[config.mk]
export PLATFORM = sky130hd
export DESIGN_NAME = arc4_sched
export DESIGN_NICKNAME = d
export VERILOG_FILES = /design/src/rtl/arc4_sched.sv
export SDC_FILE = /design/constraint.sdc
export NUM_CORES = 1
export LEC_CHECK = 0
export CORE_UTILIZATION = 36
export DETAILED_ROUTE_END_ITERATION = 7
export PLACE_DENSITY = 0.86
export SYNTH_ARGS = -nofsm -noshare
export SYNTH_HDL_FRONTEND = slang
export SYNTH_SLANG_ARGS = --single-unit
[constraint.sdc]
create_clock -name clk -period 4.75 [get_ports clk]
set_input_delay 0.475 -clock clk [delete_from_list [all_inputs] [get_ports clk]]
set_output_delay 0.475 -clock clk [all_outputs]
set_load 0.01 [all_outputs]
[src/rtl/arc4_sched.sv]
// ARC4 top-level sequencer: launches init, KSA and PRGA engines in turn and
// grants the single-port S memory to whichever engine owns the current phase.
module arc4_sched #(
    parameter int KEY_W    = 24,
    parameter bit RUN_PRGA = 1'b1
) (
    input  logic             clk,
    input  logic             rst,
    input  logic             en,
    output logic             rdy,
    input  logic [KEY_W-1:0] key_in,
    output logic [KEY_W-1:0] key,
    output logic [1:0]       phase,
    output logic             init_en,
    output logic             ksa_en,
    output logic             prga_en,
    input  logic             init_rdy,
    input  logic             ksa_rdy,
    input  logic             prga_rdy,
    input  logic [7:0]       init_addr,
    input  logic [7:0]       ksa_addr,
    input  logic [7:0]       prga_addr,
    input  logic [7:0]       init_wrdata,
    input  logic [7:0]       ksa_wrdata,
    input  logic [7:0]       prga_wrdata,
    input  logic             init_wren,
    input  logic             ksa_wren,
    input  logic             prga_wren,
    output logic [7:0]       s_addr,
    output logic [7:0]       s_wrdata,
    output logic             s_wren
);

    localparam logic [2:0] ST_IDLE      = 3'd0;
    localparam logic [2:0] ST_INIT_GO   = 3'd1;
    localparam logic [2:0] ST_INIT_WAIT = 3'd2;
    localparam logic [2:0] ST_KSA_GO    = 3'd3;
    localparam logic [2:0] ST_KSA_WAIT  = 3'd4;
    localparam logic [2:0] ST_PRGA_GO   = 3'd5;
    localparam logic [2:0] ST_PRGA_WAIT = 3'd6;

    logic [2:0]       state_q, state_d;
    logic             rdy_q, rdy_d;
    logic [KEY_W-1:0] key_q, key_d;
    logic             seen_low_q, seen_low_d;
    logic             cur_rdy_s;
    logic [2:0]       done_next_s;

    // Ready of the engine owning the current phase, and where its completion leads.
    always_comb begin
        cur_rdy_s   = 1'b0;
        done_next_s = ST_IDLE;
        case (state_q)
            ST_INIT_GO, ST_INIT_WAIT: begin
                cur_rdy_s   = init_rdy;
                done_next_s = ST_KSA_GO;
            end
            ST_KSA_GO, ST_KSA_WAIT: begin
                cur_rdy_s   = ksa_rdy;
                done_next_s = RUN_PRGA ? ST_PRGA_GO : ST_IDLE;
            end
            ST_PRGA_GO, ST_PRGA_WAIT: begin
                cur_rdy_s   = prga_rdy;
                done_next_s = ST_IDLE;
            end
            default: begin
                cur_rdy_s   = 1'b0;
                done_next_s = ST_IDLE;
            end
        endcase
    end

    // Sequencer next-state and control-register update.
    always_comb begin
        state_d    = state_q;
        rdy_d      = rdy_q;
        key_d      = key_q;
        seen_low_d = seen_low_q;
        case (state_q)
            ST_IDLE: begin
                if (en) begin
                    key_d   = key_in;
                    rdy_d   = 1'b0;
                    state_d = ST_INIT_GO;
                end else begin
                    rdy_d = 1'b1;
                end
            end
            ST_INIT_GO, ST_KSA_GO, ST_PRGA_GO: begin
                // The start pulse fires on this edge; the wait state follows it.
                if (cur_rdy_s) begin
                    state_d    = state_q | 3'b000;
                    state_d    = (state_q == ST_INIT_GO) ? ST_INIT_WAIT :
                                 (state_q == ST_KSA_GO)  ? ST_KSA_WAIT  : ST_PRGA_WAIT;
                    seen_low_d = 1'b0;
                end else begin
                    state_d = state_q;
                end
            end
            ST_INIT_WAIT, ST_KSA_WAIT, ST_PRGA_WAIT: begin
                // Completion needs a low-then-high ready, so a stuck-high engine never finishes.
                if (!cur_rdy_s) begin
                    seen_low_d = 1'b1;
                end else if (seen_low_q) begin
                    state_d = done_next_s;
                    rdy_d   = (done_next_s == ST_IDLE);
                end else begin
                    seen_low_d = seen_low_q;
                end
            end
            default: begin
                state_d = ST_IDLE;
                rdy_d   = 1'b1;
            end
        endcase
    end

    // Control registers.
    always_ff @(posedge clk or posedge rst) begin
        if (rst) begin
            state_q    <= ST_IDLE;
            rdy_q      <= 1'b1;
            key_q      <= {KEY_W{1'b0}};
            seen_low_q <= 1'b0;
        end else begin
            state_q    <= state_d;
            rdy_q      <= rdy_d;
            key_q      <= key_d;
            seen_low_q <= seen_low_d;
        end
    end

    assign rdy     = rdy_q;
    assign key     = key_q;
    assign init_en = (state_q == ST_INIT_GO) & init_rdy;
    assign ksa_en  = (state_q == ST_KSA_GO)  & ksa_rdy;
    assign prga_en = (state_q == ST_PRGA_GO) & prga_rdy;

    // S-memory grant and phase decode; only the owning engine reaches memory.
    always_comb begin
        s_addr   = 8'd0;
        s_wrdata = 8'd0;
        s_wren   = 1'b0;
        phase    = 2'd0;
        case (state_q)
            ST_INIT_GO, ST_INIT_WAIT: begin
                s_addr   = init_addr;
                s_wrdata = init_wrdata;
                s_wren   = init_wren;
                phase    = 2'd1;
            end
            ST_KSA_GO, ST_KSA_WAIT: begin
                s_addr   = ksa_addr;
                s_wrdata = ksa_wrdata;
                s_wren   = ksa_wren;
                phase    = 2'd2;
            end
            ST_PRGA_GO, ST_PRGA_WAIT: begin
                s_addr   = prga_addr;
                s_wrdata = prga_wrdata;
                s_wren   = prga_wren;
                phase    = 2'd3;
            end
            default: begin
                s_addr   = 8'd0;
                s_wrdata = 8'd0;
                s_wren   = 1'b0;
                phase    = 2'd0;
            end
        endcase
    end

endmodule
==> impl_metrics.py, run 1 <==
metrics = {
    "sta": {
        "rsz0062_at_grt": "false",
        "clock_skew_ns": 0.00218,
        "worst_pin_slew_ns": 1.08,
        "fin_ws_ns": 1.63,
        "fmax_mhz": 320,
        "drv_slew": 0,
        "fin_setup_tns_ns": 0,
        "fin_crit_ns": 3.12,
        "maxSlewHeadroom_pct": 27.9,
        "fin_crit_sh_pct": 65.7,
        "hold_violations": 0,
        "setup_viol_count_final": 0,
    },
    "global_routing": {
        "grt_util_met3_pct": 6.93,
        "grt_overflow": 0,
        "grt_start_max_net_pins": 30,
        "grtUsageTotal_pct": 21.7,
        "use_met2_pct": 35.6,
        "antenna_found_initial": 0,
        "busiest_layer": "met2",
        "use_met1_pct": 26.5,
        "grt_pass1_vias": 1784,
        "grt_pass1_wl_mm": 8.35,
    },
    "floorplanning": {
        "die_h_um": 70.0,
        "fp.dieArea_um2": 4910,
        "core_area_um2": 4410,
        "start_util_pct": 37.8,
        "die_w_um": 70.0,
        "ios": 128,
        "num_rows": 24,
    },
    "placed_design": {
        "place_ws_ns": 1.95,
        "hpwl_mm": 4.02,
        "io_buffers": 127,
        "globalplace.congestion": 0.857,
    },
    "yosys": {
        "yosysTopAreaCell": "dfrtp_1",
        "synthDistinctLibCells": 29,
        "yosys-top-cells-count": "35 x nand2_1, 28 x dfrtp_1, 28 x mux2_2",
        "syn_area_per_cell_um2": 10.5,
        "yosys.area.top_type_share_pct": 42.0,
        "syn-num-nets": 244,
        "yosysMostFrequentCell": "nand2_1",
        "async_flop_share_pct": 100,
        "yosysSeqAreaShare_pct": 43.6,
        "ys_top_cells_by_area": "dfrtp_1 42%, mux2_2 19%, nand2_1 7.9%",
        "synth-seq-cells": 29,
        "synth_edf_count": 0,
        "synth-main-ff-cell": "dfrtp_1",
        "syn_area_um2": 1670,
        "postSynthCellCount": 158,
        "yosysWarnings": 0,
    },
    "critical_path": {
        "critical_path.startpoint": "state_q[0]",
        "r2r-end": "rdy",
        "worst-r2r-setup-slack_ns": 2.67,
        "crit_arrival_ns": 2.65,
        "path_class": "flip-flop to output pin",
        "critPathMaxFanout": 17,
        "crit_path_start_kind": "flip-flop",
        "critPathCapture": "s_wrdata[7]",
        "ff2ff_path_depth": 6,
        "required_ns": 4.28,
        "worstSetupEndpointType": "output pin",
        "r2r_start": "state_q[0]",
    },
    "power_and_ir_drop": {
        "p_leak_uw": 0.00129,
        "irDropWorstVdd_mv": 0.425,
        "internal_power_uw": 1210,
        "pwr-share-comb_pct": 66.1,
        "power_frac_seq_pct": 23.9,
        "p_sw_share_pct": 36.6,
        "switching_power_uw": 697,
        "power_frac_clock_pct": 10.0,
        "powerDensity_nw_per_um2": 627,
    },
    "status": {
        "status": "completed",
    },
    "detailed_routing": {
        "vias": 1688,
        "drt_iter0_drc": 53,
        "ant_nets": 0,
        "dr.pass1.iters": 4,
        "remaining_drc_errors": 0,
        "routedWlPerCell_um": 15.4,
        "wl_mm": 5.18,
        "viasPerCell": 5.01,
    },
    "cts": {
        "htreeDepth": 2,
        "cts_tree": "yes",
        "clock_latency_ns": 0.27,
        "clkTransAtPathRegs_ns": 0.06,
        "cts_buffers": 5,
        "post-cts-setup-buffers": 0,
        "cts_resized": 0,
        "cts_hold_buffers": 0,
        "cts.sinks": 29,
        "cts-root-buf": "clkbuf_8",
        "ctsLongestPathBuffers": 2,
    },
    "cells_and_area": {
        "layout-drive-gt1-share_pct": 16.1,
        "final_nets": 370,
        "n_antenna_cell": 0,
        "areaGrowthSynthToFinish_pct": 82.0,
        "fillers": 356,
    },
    "hold_path": {
        "hp-class": "flip-flop to flip-flop",
    },
    "run": {
        "drv_cap": 0,
    },
}
==> state kept, by name (all words and copies together), names as in the netlist <==
name,cells
seen_low_q,1
state_q,3
rdy,1
key,24
==> power by group through the flow <==
stage | Clock [uW] | Sequential, uW | Combinational [uW]
2_1_floorplan | 0 | 497 | 634
4_1_cts | 197 | 455 | 1270
3_3_place_gp | 0 | 447 | 1240
5_1_grt | 206 | 471 | 1360
6_report | 190 | 455 | 1260
3_5_place_dp | 0 | 458 | 1260
==> metal layers <==
layer | wire, um | share of wire, % | vias to the layer above
li1 | - | - | 806
met1 | 2250 | 43 | 771
met2 | 2380 | 46 | 103
met3 | 472 | 9.1 | 8
met4 | 78 | 1.5 | 0
met5 | 0 | 0 | -
==> worst min path at each step <==
stage | depth (start not counted) | to | slack (ns) | start
2_1_floorplan | 2 | seen_low_q | 0.52 | seen_low_q
5_1_grt | 1 | key[10] | 0.52 | key[10]
4_1_cts | 1 | key[21] | 0.51 | key[21]
6_report | 1 | key[4] | 0.51 | key[4]
3_5_place_dp | 1 | key[4] | 0.49 | key[4]
3_3_place_gp | 1 | key[14] | 0.49 | key[14]
==> cells in the final DEF (no fill, tap or decap), types with 2 or more instances in the layout <==
master | Yosys | routed
a21o_1 | 2 | 2
ha_1 | 5 | 5
clkdlybuf4s50_1 | 0 | 127
dfrtp_1 | 28 | 28
and3_1 | 2 | 2
clkbuf_8 | 0 | 5
inv_1 | 5 | 5
mux2_2 | 28 | 28
o21ai_0 | 6 | 6
or2_2 | 2 | 2
a21oi_1 | 4 | 4
nand2_1 | 35 | 35
clkbuf_1 | 2 | 3
a22oi_1 | 17 | 17
nor2_2 | 2 | 2
==> cell type report <==
class	instances	area, um^2	share of cell area (%)
repair buffers	127	1270	41.9
multi-input cells	116	871	28.7
flip-flops and latches	29	727	24.0
clock buffers	8	80.1	2.64
well taps	52	65.1	2.15
inverters	5	18.8	0.619
==> through the flow <==
step	cells	instance area (um^2)	util, %	total power (uW)	hold WS [ns]
2_1_floorplan	158	1670	-	1130	0.523
3_3_place_gp	329	2950	66.9	1690	0.486
3_5_place_dp	329	2950	66.9	1720	0.494
4_1_cts	337	3030	68.7	1920	0.507
5_1_grt	337	3030	68.7	2030	0.517
6_report	337	3030	68.7	1900	0.505
==> critical path: stages (launching register included) <==
cell and delay, ns:
dfrtp_1 0.42, inv_1 0.10, ha_1 0.34, nor2_4 0.11
nor2_2 0.53, a22oi_1 0.22, nand2_1 0.12, clkdlybuf4s50_1 0.53
==> cells by family after synthesis <==
logic type,share of synthesized area (%)
flops,43.6
fa+ha+maj,3.75
buf+inv,4.13
simple gates,13.7
mux,20.4
compound gates,14.3
Power figures use the tool's default switching activity.
==> run 2: changes to the inputs <==
--- a/config.mk
+++ b/config.mk
@@ -5,9 +5,9 @@
 export SDC_FILE = /design/constraint.sdc
 export NUM_CORES = 1
 export LEC_CHECK = 0
-export CORE_UTILIZATION = 36
+export CORE_UTILIZATION = 34
 export DETAILED_ROUTE_END_ITERATION = 7
-export PLACE_DENSITY = 0.86
+export PLACE_DENSITY = 0.81
 export SYNTH_ARGS = -nofsm -noshare
 export SYNTH_HDL_FRONTEND = slang
 export SYNTH_SLANG_ARGS = --single-unit
==> constraint.sdc (replaced) <==
create_clock -name clk -period 3.2 [get_ports clk]
set_input_delay 0.32 -clock clk [delete_from_list [all_inputs] [get_ports clk]]
set_output_delay 0.32 -clock clk [all_outputs]
set_load 0.01 [all_outputs]
==> run 2 against run 1 <==
The flow now finishes with violations (DRC). Critical path depth stayed put. Die area is 5.7% higher. Total power is 49% higher. Non-clock buffer count is 1 higher. Cell area is 1.1% higher. Setup slack worse by 1.4 ns. Sequential share of layout area is 0.25 points lower. Global-route usage is 1.2 points lower. Count of clock-buffer cells in the layout is 3 lower. Hold slack hardly changed. Combinational power is 49% higher. Critical endpoint is now s_addr[1].
==> impl_metrics.py, run 2 (same netlist as run 1, synthesis figures left out) <==
metrics = {
    "critical_path": {
        "critPathMaxFanout": 17,
        "cpMaxStageDelayCell": "clkdlybuf4s50_1",
        "path_class": "flip-flop to output pin",
        "crit_arrival_ns": 2.65,
        "crit_family": "simple AND/OR/NAND/NOR gates",
        "r2r-end": "rdy",
        "path_buf_inv": 2,
        "ff2ff_path_depth": 6,
        "r2r_start": "state_q[0]",
        "crit_path_start_kind": "flip-flop",
        "cpPeakStageDelay_ns": 0.55,
        "timing.critical_path.cells": "inv_1, ha_1, nor2_4, nor2_2, a22oi_1, nand2_1, clkdlybuf4s50_1",
        "required_ns": 2.88,
        "worstSetupEndpointType": "output pin",
        "worst-r2r-setup-slack_ns": 1.12,
    },
    "floorplanning": {
        "core_area_um2": 4720,
        "die_w_um": 72.0,
        "start_util_pct": 35.3,
        "fp.dieArea_um2": 5190,
        "die_h_um": 72.0,
        "num_rows": 25,
        "ios": 128,
    },
    "power_and_ir_drop": {
        "irDropWorstVdd_mv": 0.557,
        "p_leak_uw": 0.00130,
        "powerDensity_nw_per_um2": 928,
    },
    "cts": {
        "cts.sinks": 29,
        "cts-root-buf": "clkbuf_8",
        "cts_buffers": 5,
        "htreeDepth": 2,
        "clock_latency_ns": 0.28,
        "cts_tree": "yes",
        "cts_hold_buffers": 0,
        "clkTransAtPathRegs_ns": 0.06,
        "post-cts-setup-buffers": 0,
        "ctsLongestPathBuffers": 2,
        "cts_resized": 0,
    },
    "cells_and_area": {
        "layout-drive-gt1-share_pct": 17.5,
        "layout_common_cells": "127 x clkdlybuf4s50_1, 35 x nand2_1, 28 x mux2_2, 28 x dfrtp_1, 17 x a22oi_1",
        "layout.cells.most_common": "clkdlybuf4s50_1",
        "largest_register_ffs": 24,
        "final_nets": 371,
        "n_antenna_cell": 0,
        "instances_no_fill": 353,
        "areaGrowthSynthToFinish_pct": 83.9,
    },
    "global_routing": {
        "grtUsageTotal_pct": 20.5,
        "grt_start_max_net_pins": 30,
        "grt_overflow": 0,
        "antenna_found_initial": 0,
        "grt_pass1_vias": 1738,
        "grt_pass1_wl_mm": 8.06,
    },
    "status": {
        "violations": "DRC",
        "status": "finished with violations",
    },
    "detailed_routing": {
        "vias": 1702,
        "remaining_drc_errors": 2,
        "dr.pass1.iters": 6,
        "wl_mm": 5.18,
        "drt_iter0_drc": 41,
        "ant_nets": 0,
        "routedWlPerCell_um": 14.7,
        "viasPerCell": 4.82,
    },
    "run": {
        "drv_cap": 0,
    },
    "hold_path": {
        "holdCritStartpoint": "key[23]",
        "hold_depth": 1,
        "hold_end": "key[23]",
        "hp-class": "flip-flop to flip-flop",
    },
    "placed_design": {
        "place_inst": 345,
        "globalplace.congestion": 0.772,
        "hpwl_mm": 4.03,
        "place_ws_ns": 0.523,
        "io_buffers": 127,
    },
    "sta": {
        "fin_crit_ns": 2.97,
        "setup_viol_count_final": 0,
        "fin_ws_ns": 0.226,
        "drv_slew": 0,
        "hold_violations": 0,
        "fin_crit_sh_pct": 92.9,
        "worst_pin_slew_ns": 1.06,
        "clock_skew_ns": 0.00460,
        "rsz0062_at_grt": "false",
        "fmax_mhz": 336,
        "maxSlewHeadroom_pct": 29.2,
        "fin_setup_tns_ns": 0,
    },
}
==> run 2: changes by cell type in the layout (fill, tap and decap cells not counted), sizes merged <==
| cell | previous run | this run |
|---|---|---|
| clkinvlp | 0 | 1 |
| clkinv | 0 | 2 |
| buf | 0 | 1 |
| clkbuf | 8 | 5 |
==> run 2: layout make-up <==
cell class	instances	area [um^2]
clock inverter	3	17.5
multi-input combinational	116	871
tap	67	83.8
clock buffer	5	68.8
fill	381	1660
sequential	29	727
timing repair buffer	128	1280
inverter	5	18.8
==> run 2: routing by layer <==
layer	GRT usage (%)	vias to the layer above	part of all wire (%)
li1	-	804	-
met1	21.2	785	37
met2	34.8	106	47
met3	11.5	7	15
met4	7.84	0	1.4
met5	0	-	0
==> run 2: worst max-delay path by stage <==
stage,startpoint,end,depth (start not counted)
after floorplan,state_q[0],s_addr[3],8
after global placement,state_q[1],s_addr[1],7
after detailed placement,state_q[1],s_addr[1],7
after CTS,state_q[1],s_addr[1],7
after global routing,state_q[1],s_addr[1],7
final,state_q[1],s_addr[1],7
==> run 2: stage by stage <==
| stage | power, uW | area (um^2) | hold WS (ns) | util, % |
|---|---|---|---|---|
| 2_1_floorplan | 1680 | 1670 | 0.397 | - |
| 3_5_place_dp | 2560 | 2980 | 0.493 | 63.1 |
| 4_1_cts | 2880 | 3070 | 0.508 | 64.9 |
| 6_report | 2840 | 3070 | 0.505 | 64.9 |
| 5_1_grt | 3050 | 3070 | 0.529 | 64.9 |
| 3_3_place_gp | 2530 | 2980 | 0.487 | 63.1 |
==> run 2: report_power, final <==
group          leakage [uW]  switching (uW)  internal (uW)
combinational      0.000911             799           1080
clock             0.0000439             143            150
sequential         0.000344             112            560
total               0.00130            1060           1790
==> run 3: changes to the inputs <==
--- a/config.mk
+++ b/config.mk
@@ -5,9 +5,11 @@
 export SDC_FILE = /design/constraint.sdc
 export NUM_CORES = 1
 export LEC_CHECK = 0
-export CORE_UTILIZATION = 34
+export CORE_ASPECT_RATIO = 0.6
+export CORE_UTILIZATION = 35
+export CTS_BUF_LIST = sky130_fd_sc_hd__clkbuf_2
 export DETAILED_ROUTE_END_ITERATION = 7
-export PLACE_DENSITY = 0.81
+export PLACE_DENSITY = 0.83
 export SYNTH_ARGS = -nofsm -noshare
 export SYNTH_HDL_FRONTEND = slang
 export SYNTH_SLANG_ARGS = --single-unit
==> run 3 against run 2 <==
Cell area down 1.4%. First-iteration DRC count increased by 49%. Sequential share of layout area rose by 0.33 points. Fmax is 8.2% higher. Via count down 2.9%. Clock skew grew 0.0044 ns. The flow now finishes without violations. Cell count fell by 0.85%. Die area decreased by 2.6%. Critical endpoint is now s_wrdata[5].
==> impl_metrics.py, run 3 (same netlist as run 1, synthesis figures left out) <==
metrics = {
    "floorplanning": {
        "start_util_pct": 36.5,
        "fp.dieArea_um2": 5050,
        "die_h_um": 55.5,
        "die_w_um": 91.1,
        "num_rows": 19,
        "core_area_um2": 4560,
        "ios": 128,
    },
    "placed_design": {
        "hpwl_mm": 4.02,
        "globalplace.congestion": 0.756,
        "place_inst": 343,
        "io_buffers": 127,
    },
    "cts": {
        "cts_hold_buffers": 0,
        "htreeDepth": 2,
        "cts-root-buf": "clkbuf_2",
        "clock_latency_ns": 0.34,
        "cts_resized": 0,
        "cts_buffers": 5,
        "clkTransAtPathRegs_ns": 0.14,
        "cts.sinks": 29,
        "ctsLongestPathBuffers": 2,
        "post-cts-setup-buffers": 0,
        "cts_tree": "yes",
    },
    "sta": {
        "drv_slew": 0,
        "fin_crit_sh_pct": 85.9,
        "worst_pin_slew_ns": 0.585,
        "fin_crit_ns": 2.75,
        "fmax_mhz": 364,
        "fin_setup_tns_ns": 0,
        "hold_violations": 0,
        "rsz0062_at_grt": "false",
        "maxSlewHeadroom_pct": 61.0,
        "setup_viol_count_final": 0,
        "clock_skew_ns": 0.00899,
    },
    "detailed_routing": {
        "remaining_drc_errors": 0,
        "dr.pass1.iters": 4,
        "routedWlPerCell_um": 14.2,
        "wl_mm": 4.99,
        "drt_iter0_drc": 61,
        "wl_met3_um": 188,
        "dr_wl_met2_mm": 2.45,
        "vias": 1653,
        "maxUsedRoutingLayer": "met4",
        "wl_met1_mm": 2.34,
        "ant_nets": 0,
        "viasPerCell": 4.72,
    },
    "power_and_ir_drop": {
        "irDropWorstVdd_mv": 0.459,
        "p_leak_uw": 0.00129,
        "power_uw": 2720,
        "powerDensity_nw_per_um2": 901,
        "power_frac_clock_pct": 6.1,
        "pwr-share-comb_pct": 69.2,
        "p_sw_share_pct": 37.6,
        "switching_power_uw": 1020,
        "power_frac_seq_pct": 24.7,
        "internal_power_uw": 1700,
    },
    "critical_path": {
        "path_class": "flip-flop to output pin",
        "worstSetupEndpointType": "output pin",
        "critPathMaxFanout": 17,
        "crit_arrival_ns": 2.43,
        "required_ns": 2.88,
        "crit_path_start_kind": "flip-flop",
    },
    "global_routing": {
        "grt_start_max_net_pins": 30,
        "grt_pass1_vias": 1681,
        "grtUsageTotal_pct": 20.2,
        "grt_pass1_wl_mm": 8.14,
        "antenna_found_initial": 0,
        "grt_overflow": 0,
    },
    "run": {
        "drv_cap": 0,
    },
    "cells_and_area": {
        "final_nets": 373,
        "layout.cells.most_common": "clkdlybuf4s50_1",
        "n_antenna_cell": 0,
        "layout-drive-gt1-share_pct": 17.4,
        "areaGrowthSynthToFinish_pct": 81.4,
        "largest_register_ffs": 24,
        "post-route-util_pct": 66.2,
        "layout_common_cells": "127 x clkdlybuf4s50_1, 35 x nand2_1, 28 x mux2_2, 28 x dfrtp_1, 17 x a22oi_1",
        "instances_no_fill": 350,
    },
    "status": {
        "status": "completed",
    },
    "hold_path": {
        "hp-class": "input port to asynchronous set/reset pin",
    },
}
## run 3: changes by cell type in the layout (fill, tap and decap cells not counted), sizes merged
cell / change
buf: +2
clkbuf: +1
clkinv: -1
clkinvlp: -1
## run 3: worst paths after layout
kind | from | end | slack, ns | cells past startpoint
hold / removal | rst | key[7] | 0.31 | 3
min in group clk | key[8] | key[8] | 0.52 | 1
setup / recovery | state_q[0] | s_wrdata[5] | 0.45 | 8
hold reg to reg | key[8] | key[8] | 0.52 | 1
setup reg to reg | state_q[0] | state_q[0] | 1.09 | 6
max in group asynchronous | rst | rdy | 2.56 | 3
## run 3: per-stage QoR
stage	area (um^2)	hold slack, ns	worst slack (ns)
global route	3020	0.316	0.259
detailed placement	2990	0.494	0.847
floorplan	1670	0.397	1.23
CTS	3020	0.308	0.430
global placement	2990	0.486	0.885
finish	3020	0.314	0.450
## run 3: worst max-delay path, stage by stage (launching register included)
cell,delay (ns)
dfrtp_1,0.44
inv_1,0.08
ha_1,0.30
nor2_4,0.23
nor2_2,0.04
buf_4,0.20
a22oi_1,0.23
nand2_1,0.08
clkdlybuf4s50_1,0.48
## run 3: layout make-up
| type | count | area [um^2] |
|---|---|---|
| tap | 63 | 78.8 |
| sequential | 29 | 727 |
| fill | 380 | 1540 |
| clock buffer | 6 | 30.0 |
| multi-input combinational | 116 | 871 |
| timing repair buffer | 130 | 1290 |
| clock inverter | 1 | 3.75 |
| inverter | 5 | 18.8 |
## run 3: power by group through the flow
stage | combinational, uW | sequential [uW] | clock (uW)
finish | 1880 | 672 | 167
global route | 2020 | 698 | 197
CTS | 1900 | 673 | 177
detailed placement | 1890 | 680 | 0
global placement | 1860 | 663 | 0
floorplan | 941 | 737 | 0
## run 3: routing by layer
metal / vias to the layer above / GRT usage (%)
met5: - / 0
met4: 0 / 4.08
met3: 2 / 4.96
met2: 33 / 32.8
met1: 804 / 27.6
li1: 814 / -
